===== config.mk =====
export PLATFORM = sky130hd
export DESIGN_NAME = cmd_frame_ctrl
export DESIGN_NICKNAME = d
export VERILOG_FILES = /design/src/rtl/sys_ctrl_pkg.sv /design/src/rtl/frame_timeout_cnt.sv /design/src/rtl/cmd_frame_ctrl.sv
export SDC_FILE = /design/constraint.sdc
export NUM_CORES = 1
export LEC_CHECK = 0
export BUFFER_PORTS_ARGS = -buffer_cell sky130_fd_sc_hd__buf_4
export CAP_MARGIN = 20
export CORE_ASPECT_RATIO = 0.8
export CORE_UTILIZATION = 54
export DETAILED_ROUTE_END_ITERATION = 16
export PLACE_DENSITY = 0.79
export SLEW_MARGIN = 15
export SYNTH_ARGS = -nofsm -noshare
export SYNTH_HDL_FRONTEND = slang
export SYNTH_SLANG_ARGS = --single-unit
export TNS_END_PERCENT = 5

===== constraint.sdc =====
create_clock -name CLK -period 2.5 [get_ports CLK]
set_input_delay 0.5 -clock CLK [delete_from_list [all_inputs] [get_ports CLK]]
set_output_delay 0.5 -clock CLK [all_outputs]
set_load 0.05 [all_outputs]

===== src/rtl/sys_ctrl_pkg.sv =====
// Shared constants and state encoding for the command frame controller.
package sys_ctrl_pkg;

  localparam logic [7:0] CMD_WR      = 8'hAA;
  localparam logic [7:0] CMD_RD      = 8'hBB;
  localparam logic [7:0] CMD_ALU_OP  = 8'hCC;
  localparam logic [7:0] CMD_ALU_NOP = 8'hDD;

  // Register-file addresses that hold the ALU operands
  localparam int unsigned REG_A = 0;
  localparam int unsigned REG_B = 1;

  typedef enum logic [3:0] {
    ST_IDLE     = 4'd0,
    ST_WR_ADDR  = 4'd1,
    ST_WR_DATA  = 4'd2,
    ST_RD_ADDR  = 4'd3,
    ST_RD_WAIT  = 4'd4,
    ST_ALU_A    = 4'd5,
    ST_ALU_B    = 4'd6,
    ST_ALU_FN   = 4'd7,
    ST_ALU_WAIT = 4'd8,
    ST_TX_LSB   = 4'd9,
    ST_TX_MSB   = 4'd10,
    ST_TX_RD    = 4'd11
  } state_e;

  // States that are waiting on the next RX byte of a frame (timeout applies)
  function automatic logic is_frame_state(input state_e s);
    return (s == ST_WR_ADDR) || (s == ST_WR_DATA) || (s == ST_RD_ADDR) ||
           (s == ST_ALU_A)   || (s == ST_ALU_B)   || (s == ST_ALU_FN);
  endfunction

endpackage


===== src/rtl/frame_timeout_cnt.sv =====
// Inter-byte timeout counter: clears on demand, counts while enabled, flags the limit.
module frame_timeout_cnt #(
  parameter int unsigned CNT_WIDTH   = 12,
  parameter int unsigned TIMEOUT_CYC = 4096
) (
  input  logic clk,
  input  logic rst_n,
  input  logic clear_i,
  input  logic en_i,
  output logic done_o
);

  localparam logic [CNT_WIDTH-1:0] LIMIT = CNT_WIDTH'(TIMEOUT_CYC - 1);

  logic [CNT_WIDTH-1:0] cnt_q, cnt_d;
  logic                 done_q, done_d;

  // Next count; saturates at the limit, done tracks the registered count exactly
  always_comb begin
    cnt_d = cnt_q;
    if (clear_i) begin
      cnt_d = '0;
    end else if (en_i && (cnt_q != LIMIT)) begin
      cnt_d = cnt_q + CNT_WIDTH'(1);
    end
    done_d = (cnt_d == LIMIT);
  end

  // Counter and done flag registers
  always_ff @(posedge clk or negedge rst_n) begin
    if (!rst_n) begin
      cnt_q  <= '0;
      done_q <= 1'b0;
    end else begin
      cnt_q  <= cnt_d;
      done_q <= done_d;
    end
  end

  assign done_o = done_q;

endmodule


===== src/rtl/cmd_frame_ctrl.sv =====
// Command frame sequencer: decodes RX frames, strobes regfile/ALU, pushes TX responses.
module cmd_frame_ctrl
  import sys_ctrl_pkg::*;
#(
  parameter int unsigned DATA_WIDTH    = 8,
  parameter int unsigned ADDR_WIDTH    = 4,
  parameter int unsigned ALU_OUT_WIDTH = 16,
  parameter int unsigned TIMEOUT_CYC   = 4096,
  parameter int unsigned CNT_WIDTH     = 12
) (
  input  logic                     CLK,
  input  logic                     RST,
  input  logic [DATA_WIDTH-1:0]    RX_P_DATA,
  input  logic                     RX_D_VLD,
  input  logic [DATA_WIDTH-1:0]    RD_DATA,
  input  logic                     RD_DATA_VLD,
  input  logic [ALU_OUT_WIDTH-1:0] ALU_OUT,
  input  logic                     ALU_OUT_VLD,
  input  logic                     FIFO_FULL,
  output logic [ADDR_WIDTH-1:0]    ADDRESS,
  output logic                     WR_EN,
  output logic                     RD_EN,
  output logic [DATA_WIDTH-1:0]    WR_DATA,
  output logic                     ALU_EN,
  output logic [3:0]               ALU_FUN,
  output logic                     CLK_EN,
  output logic [DATA_WIDTH-1:0]    TX_P_DATA,
  output logic                     TX_D_VLD,
  output logic                     CMD_ERR
);

  state_e                   state_q, state_d;
  logic [ADDR_WIDTH-1:0]    address_q, address_d;
  logic [DATA_WIDTH-1:0]    wr_data_q, wr_data_d;
  logic [3:0]               alu_fun_q, alu_fun_d;
  logic [DATA_WIDTH-1:0]    tx_data_q, tx_data_d;
  logic [ALU_OUT_WIDTH-1:0] resp_q, resp_d;
  logic wr_en_q, wr_en_d, rd_en_q, rd_en_d, alu_en_q, alu_en_d;
  logic clk_en_q, clk_en_d, tx_vld_q, tx_vld_d, cmd_err_q, cmd_err_d;
  logic in_frame_c, tmo_done;

  assign in_frame_c = is_frame_state(state_q);

  // Counter runs only while a frame waits for its next byte
  frame_timeout_cnt #(
    .CNT_WIDTH  (CNT_WIDTH),
    .TIMEOUT_CYC(TIMEOUT_CYC)
  ) u_timeout (
    .clk    (CLK),
    .rst_n  (RST),
    .clear_i(!in_frame_c || RX_D_VLD),
    .en_i   (in_frame_c),
    .done_o (tmo_done)
  );

  // Next-state and next-output decode; a byte arriving on the timeout cycle wins
  always_comb begin
    state_d   = state_q;
    address_d = address_q;
    wr_data_d = wr_data_q;
    alu_fun_d = alu_fun_q;
    tx_data_d = tx_data_q;
    resp_d    = resp_q;
    wr_en_d   = 1'b0;
    rd_en_d   = 1'b0;
    alu_en_d  = 1'b0;
    tx_vld_d  = 1'b0;
    cmd_err_d = 1'b0;
    if (in_frame_c && !RX_D_VLD && tmo_done) begin
      state_d   = ST_IDLE;
      cmd_err_d = 1'b1;
    end else begin
      unique case (state_q)
        ST_IDLE: if (RX_D_VLD) begin
          case (RX_P_DATA)
            DATA_WIDTH'(CMD_WR):      state_d = ST_WR_ADDR;
            DATA_WIDTH'(CMD_RD):      state_d = ST_RD_ADDR;
            DATA_WIDTH'(CMD_ALU_OP):  state_d = ST_ALU_A;
            DATA_WIDTH'(CMD_ALU_NOP): state_d = ST_ALU_FN;
            default:                  cmd_err_d = 1'b1;
          endcase
        end
        ST_WR_ADDR: if (RX_D_VLD) begin
          address_d = RX_P_DATA[ADDR_WIDTH-1:0];
          state_d   = ST_WR_DATA;
        end
        ST_WR_DATA: if (RX_D_VLD) begin
          wr_data_d = RX_P_DATA;
          wr_en_d   = 1'b1;
          state_d   = ST_IDLE;
        end
        ST_RD_ADDR: if (RX_D_VLD) begin
          address_d = RX_P_DATA[ADDR_WIDTH-1:0];
          rd_en_d   = 1'b1;
          state_d   = ST_RD_WAIT;
        end
        ST_RD_WAIT: if (RD_DATA_VLD) begin
          resp_d  = ALU_OUT_WIDTH'(RD_DATA);
          state_d = ST_TX_RD;
        end
        ST_ALU_A: if (RX_D_VLD) begin
          address_d = ADDR_WIDTH'(REG_A);
          wr_data_d = RX_P_DATA;
          wr_en_d   = 1'b1;
          state_d   = ST_ALU_B;
        end
        ST_ALU_B: if (RX_D_VLD) begin
          address_d = ADDR_WIDTH'(REG_B);
          wr_data_d = RX_P_DATA;
          wr_en_d   = 1'b1;
          state_d   = ST_ALU_FN;
        end
        ST_ALU_FN: if (RX_D_VLD) begin
          alu_fun_d = RX_P_DATA[3:0];
          alu_en_d  = 1'b1;
          state_d   = ST_ALU_WAIT;
        end
        ST_ALU_WAIT: if (ALU_OUT_VLD) begin
          resp_d  = ALU_OUT;
          state_d = ST_TX_LSB;
        end
        ST_TX_RD: if (!FIFO_FULL) begin
          tx_data_d = resp_q[DATA_WIDTH-1:0];
          tx_vld_d  = 1'b1;
          state_d   = ST_IDLE;
        end
        ST_TX_LSB: if (!FIFO_FULL) begin
          tx_data_d = resp_q[DATA_WIDTH-1:0];
          tx_vld_d  = 1'b1;
          state_d   = ST_TX_MSB;
        end
        ST_TX_MSB: if (!FIFO_FULL) begin
          tx_data_d = resp_q[ALU_OUT_WIDTH-1 -: DATA_WIDTH];
          tx_vld_d  = 1'b1;
          state_d   = ST_IDLE;
        end
        default: state_d = ST_IDLE;
      endcase
    end
    clk_en_d = (state_d == ST_ALU_FN) || (state_d == ST_ALU_WAIT);
  end

  // State and output registers
  always_ff @(posedge CLK or negedge RST) begin
    if (!RST) begin
      state_q   <= ST_IDLE;
      address_q <= '0;
      wr_data_q <= '0;
      alu_fun_q <= '0;
      tx_data_q <= '0;
      resp_q    <= '0;
      wr_en_q   <= 1'b0;
      rd_en_q   <= 1'b0;
      alu_en_q  <= 1'b0;
      clk_en_q  <= 1'b0;
      tx_vld_q  <= 1'b0;
      cmd_err_q <= 1'b0;
    end else begin
      state_q   <= state_d;
      address_q <= address_d;
      wr_data_q <= wr_data_d;
      alu_fun_q <= alu_fun_d;
      tx_data_q <= tx_data_d;
      resp_q    <= resp_d;
      wr_en_q   <= wr_en_d;
      rd_en_q   <= rd_en_d;
      alu_en_q  <= alu_en_d;
      clk_en_q  <= clk_en_d;
      tx_vld_q  <= tx_vld_d;
      cmd_err_q <= cmd_err_d;
    end
  end

  assign ADDRESS   = address_q;
  assign WR_EN     = wr_en_q;
  assign RD_EN     = rd_en_q;
  assign WR_DATA   = wr_data_q;
  assign ALU_EN    = alu_en_q;
  assign ALU_FUN   = alu_fun_q;
  assign CLK_EN    = clk_en_q;
  assign TX_P_DATA = tx_data_q;
  assign TX_D_VLD  = tx_vld_q;
  assign CMD_ERR   = cmd_err_q;

endmodule

=== Yosys cells after proc, flatten, opt, wreduce, memory -nomap -nowiden ===
Cells that the tools add are included.

* Add/subtract/negate cells: 1
* Eq/ne operators: 26
* Muxes and demuxes: 40
* Bitwise logic cells: 1
* Reduce and logical (&&, ||, !) cells: 27

{| class="wikitable"
|+ Operator list
! operator !! number
|-
| 4-bit 2-to-1 mux || 15
|-
| 4-bit case mux with 11 select lines || 1
|-
| 8-bit == test (second input constant) || 4
|-
| 16-bit 2-to-1 mux || 2
|-
| 16-bit case mux with 2 select lines || 1
|-
| 12-bit 2-to-1 mux || 2
|-
| 4-bit by 3-bit == test with 1-bit output (second input constant) || 5
|-
| 4-bit == test (second input constant) || 5
|-
| 8-bit 2-to-1 mux || 2
|-
| 4-bit case mux with 4 select lines || 1
|-
| 8-bit case mux with 2 select lines || 1
|-
| 1-bit 2-to-1 mux || 14
|-
| 12-bit by 1-bit adder with 12-bit output (second input constant) || 1
|-
| 12-bit == test (second input constant) || 1
|-
| 12-bit inequality test (second input constant) || 1
|-
| 2-bit inequality test (second input constant) || 6
|-
| 4-bit case mux with 3 select lines || 1
|-
| 4-bit by 2-bit == test with 1-bit output (second input constant) || 2
|-
| 4-bit AND reduction || 2
|-
| 1-bit logical OR || 7
|-
| 3-bit AND reduction || 2
|-
| 2-bit OR reduction || 3
|-
| 3-bit OR reduction || 2
|-
| 5-bit AND reduction || 1
|-
| other kinds (9) || 13
|}

* Register bits: 63
* Input port bits: 38
* Output and inout bits: 30
* Logic and storage cells: 109

=== Longest topological paths before layout ===
* Depth after elaboration: 11
* Mapped depth: 8
* Gate-level depth less buffers: 7

=== Modules after synthesis ===
Synthesis repeated with hierarchy kept, for this count alone.

* Cell total of the unflattened synthesis: 302
* Area total of the unflattened synthesis: 3,215.6 um^2

{| class="wikitable"
|+ By module, submodules not included
! module !! instances !! cells each !! area each (um^2) !! seq. area each (um^2)
|-
| cmd_frame_ctrl || 1 || 219 || 2,348.5 || 1,251.2
|-
| frame_timeout_cnt || 1 || 83 || 867.1 || 325.3
|}

=== Worst setup path after synthesis ===
OpenSTA, ideal clock, no wires.

* Path kind: register -> register
* Start: register u_timeout.cnt_q[0]
* End: register u_timeout.done_q (netlist: u_timeout.done_o)
* Library setup time: 0.120 ns
* Arrival: 2.042 ns
* Required time: 2.380 ns
* Path slack: 0.337 ns
* Cell stages (with the launch flop): 9
* Buffers on the path: 1
* Cells stage by stage: dfrtp_1 ha_1 nand3_2 or4_4 buf_6 and3_4 xnor2_2 and4b_1 and4_1

* Cells in the longest elaborated chain, start to end: 5
* Elaborated cells on any way between the ends: 6

{| class="wikitable"
|+ Ends and longest elaborated chain
! element !! RTL line !! text
|-
| from (decl) || frame_timeout_cnt.sv:15 || <nowiki>logic [CNT_WIDTH-1:0] cnt_q, cnt_d;</nowiki>
|-
| from (signal assigned) || frame_timeout_cnt.sv:35 || <nowiki>cnt_q <= cnt_d;</nowiki>
|-
| branches (longest 2 deep; another with 12-bit by 1-bit adder with 12-bit output) || - ||
|-
| 12-bit 2-to-1 mux * || frame_timeout_cnt.sv:23 || <nowiki>end else if (en_i && (cnt_q != LIMIT)) begin</nowiki>
|-
| 12-bit 2-to-1 mux * || frame_timeout_cnt.sv:21 || <nowiki>if (clear_i) begin</nowiki>
|-
| 12-bit == test * || frame_timeout_cnt.sv:26 || <nowiki>done_d = (cnt_d == LIMIT);</nowiki>
|-
| named net u_timeout.done_d || frame_timeout_cnt.sv:16 || <nowiki>logic done_q, done_d;</nowiki>
|-
| to (signal assigned) || frame_timeout_cnt.sv:36 || <nowiki>done_q <= done_d;</nowiki>
|-
| to (decl) || frame_timeout_cnt.sv:16 ||
|}

Mark *: on every way through the listed nets, which the timed path passes.
A chain may end at the register's enable or synchronous reset.

=== Worst setup path after layout ===
Ends and elaborated chain as after synthesis.

==> summary.md <==
| Metric | Value |
|---|---|
| Status | finished clean |
| H-tree levels | 3 |
| RSZ-0062 raised after global routing | no |
| Max incr delay on CP | 0.61 ns |
| Final Critical Period | 2.27 ns |
| Maximum capacitance violations | 0 |
| Die X | 87.4 µm |
| CTS buffer count | 9 |
| Via density per instance | 5.68 |
| Fraction of power spent switching nets | 0.446 |
| Flops & latches, synth | 63 |
| Worst Max-Slew Pin Slew | 0.777 ns |
| Unique masters post-synth | 55 |
| Area delta synth->final | 23.3% |
| Post-synthesis sequential area ratio | 0.501 |
| Reg power frac | 0.359 |
| Vias in the first global route | 2455 |
| N_diodes | 0 |
| Rows | 24 |
| Crit-path leading delay family | simple AND/OR/NAND/NOR gates |
| Synth Area per Inst | 9.87 µm² |
| Critical path arrival | 2.50 ns |
| TNS Setup | 0 ns |
| Internal power | 2.41 mW |
| I/O Buffers | 67 |
| M1 GR Usage | 0.334 |
| Worst skew pair latency | 0.34 ns |
| Top Ports | 68 |
| First-pass DRT Iterations | 5 |
| Initial detailed-routing violation count | 330 |
| Post-DP HPWL | 4930 µm |
| Post-Syn Nets | 358 |
| Final wirelength | 6880 µm |
| Worst path bufs/invs | 0 |
| CP Capture Type | flop |
| Crit path kind | flop to flop |
| Gate power share | 0.475 |
| Cells after Synth | 319 |
| Routed vias | 2658 |
| Post-route setup slack | 0.230 ns |
| Fmax | 0.441 GHz |
| Setup violators final | 0 |
| Power Dens Cells | 1120 nW/µm² |
| Synth async-reset ratio | 1.00 |
| Pre-CTS setup slack | 0.217 ns |
| Core Footprint | 5530 µm² |
| Initial core utilization | 0.570 |
| Slew Limit Fails | 0 |
| Post-synth EDFFs | 0 |
| Post-synthesis cell area | 3150 µm² |
| Clk sinks | 63 |
| GRT busiest layer | met2 |
| Met3 Use GR | 0.0839 |
| Max rail drop VDD | 510 µV |
| Global-route wire length before repair | 11500 µm |
| Met2 Resource Use GR | 0.373 |
| Most common cell after layout, fill and taps aside | buf_4 |
| Design Area, Final | 3880 µm² |
| Die height | 70.3 µm |
| Nets | 427 |
| Psw | 1.94 mW |
| Gp weighted congestion | 0.881 |
| Root Driver | clkbuf_8 |
| YS warnings | 0 |
| Max stage delay cell, worst path | or4_4 |
| Total track usage | 0.247 |
| Slew HR | 0.482 |
| Commonest cells after routing, fill and taps aside | 74 x buf_4, 63 x dfrtp_1, 33 x nor2_1, 33 x nand2_1, 24 x o21ai_0 |
| Clk pwr share | 0.167 |
| Die Area | 6140 µm² |
| Fraction of layout cells with a size suffix above 1 | 0.282 |
| Clk buf depth | 2 |
| Residual DRC | 0 |
| Final Cycle Share | 0.908 |
| Clock transition at path regs | 0.07 ns |
| Final ANT Viol Nets | 0 |
| Cells along the critical path | ha_1, nand3_2, or4_4, and3_4, xnor2_2, and4b_1, and4_1 |
| TritonCTS clock tree | built |
| Leak pwr | 1.77 nW |
| Placed inst area | 3720 µm² |
| Clock Skew | 0.00733 ns |
| Largest net degree at the start of global routing | 64 |
| Required time of the critical path | 2.73 ns |
| Final Hold Viols | 0 |
| Fillers | 470 |
| Hold Path Class | primary input to asynchronous set/reset pin |
| DR WL/cell | 14.7 µm |
| CP startpoint kind | flop |
| Gr ovfl total | 0 |
| Hold buffers post-CTS | 0 |
| Crit-path max FO | 6 |
| Initial antenna violation count | 0 |
| Top_reg_cell synth | dfrtp_1 |
## Yosys cell counts, types with 2 or more instances
cell	number	area share
nor2b_1	5	0.0099
mux2i_1	17	0.054
nor2_1	33	0.039
nor4_1	2	0.0040
buf_2	2	0.0032
inv_1	6	0.0072
nor4bb_1	2	0.0064
buf_4	2	0.0048
a22oi_1	6	0.014
clkbuf_1	11	0.013
nand2b_1	2	0.0040
dfrtp_1	63	0.50
nand4_1	2	0.0040
and3_1	7	0.014
xor2_1	5	0.014
o21ai_0	24	0.038
mux2_2	13	0.046
nand3_1	17	0.027
nor3_1	9	0.014
o31ai_1	3	0.0072
nand2_1	33	0.039
xnor2_1	6	0.017
a21oi_1	17	0.027
## power by group through the flow
| stage | combinational, mW | sequential (mW) | clock (mW) |
|---|---|---|---|
| 3_3_place_gp | 2.04 | 1.56 | 0 |
| 4_1_cts | 2.08 | 1.56 | 0.743 |
| 2_1_floorplan | 0.872 | 2.15 | 0 |
| 6_report | 2.07 | 1.56 | 0.725 |
| 5_1_grt | 2.23 | 1.61 | 0.790 |
| 3_5_place_dp | 2.07 | 1.58 | 0 |
## state kept, by name, summed over array words and instances, names as in the netlist
register and cells:
resp_q 16, u_timeout.cnt_q 12, TX_P_DATA 8, WR_DATA 8, ADDRESS 4, ALU_FUN 4, state_q 4, ALU_EN 1
CLK_EN 1, CMD_ERR 1, RD_EN 1, TX_D_VLD 1, WR_EN 1, u_timeout.done_o 1
## layer usage
layer / up-vias / wire (µm) / part of all wire
met4: 0 / 65 / 0.0095
met5: - / 0 / 0
li1: 1268 / - / -
met1: 1268 / 3090 / 0.45
met2: 114 / 3210 / 0.47
met3: 8 / 507 / 0.074
## path summary, 6_finish.rpt
path                                                 to  depth (start not counted)                    startpoint  slack, ns
hold reg to reg                TX_P_DATA[0]$_DFFE_PN0P_                          2      TX_P_DATA[0]$_DFFE_PN0P_       0.48
min in group CLK                 resp_q[10]$_DFFE_PN0P_                          3                   ALU_OUT[10]       0.38
setup reg to reg             u_timeout.done_o$_DFF_PN0_                          7  u_timeout.cnt_q[0]$_DFF_PN0_       0.23
max in group asynchronous               WR_EN$_DFF_PN0_                          1                           RST       1.75
setup / recovery             u_timeout.done_o$_DFF_PN0_                          7  u_timeout.cnt_q[0]$_DFF_PN0_       0.23
hold / removal             u_timeout.cnt_q[8]$_DFF_PN0_                          1                           RST       0.25
## timing repair
action / in CTS / in global routing
setup endpoints to repair: 0 / 1
setup buffers: 0 / 0
gates resized for setup: 0 / 1
## final cells by class
type,instances,area [µm²],area share
inverter,7,26.3,0.00677
clock buffer,11,141,0.0364
multi-input combinational,233,1480,0.380
tap,78,97.6,0.0251
timing repair buffer,74,556,0.143
sequential,63,1580,0.406
clock inverter,2,10.0,0.00258
## cells by family after synthesis
group | count (synthesis) | share of synthesized area
xor+xnor | 12 | 0.0358
mux | 30 | 0.101
buf+inv | 23 | 0.0330
simple gates | 125 | 0.199
fa+ha+maj | 1 | 0.00397
compound gates | 65 | 0.127
flops | 63 | 0.501
## stage by stage
stage	power (mW)	hold WS, ns	util	std cells
after floorplan	3.03	0.204	-	319
after global placement	3.60	0.470	0.674	455
after detailed placement	3.65	0.475	0.674	455
after CTS	4.38	0.270	0.702	468
after global routing	4.64	0.312	0.703	468
final	4.36	0.252	0.703	468
(Power assumes the default switching activity.)
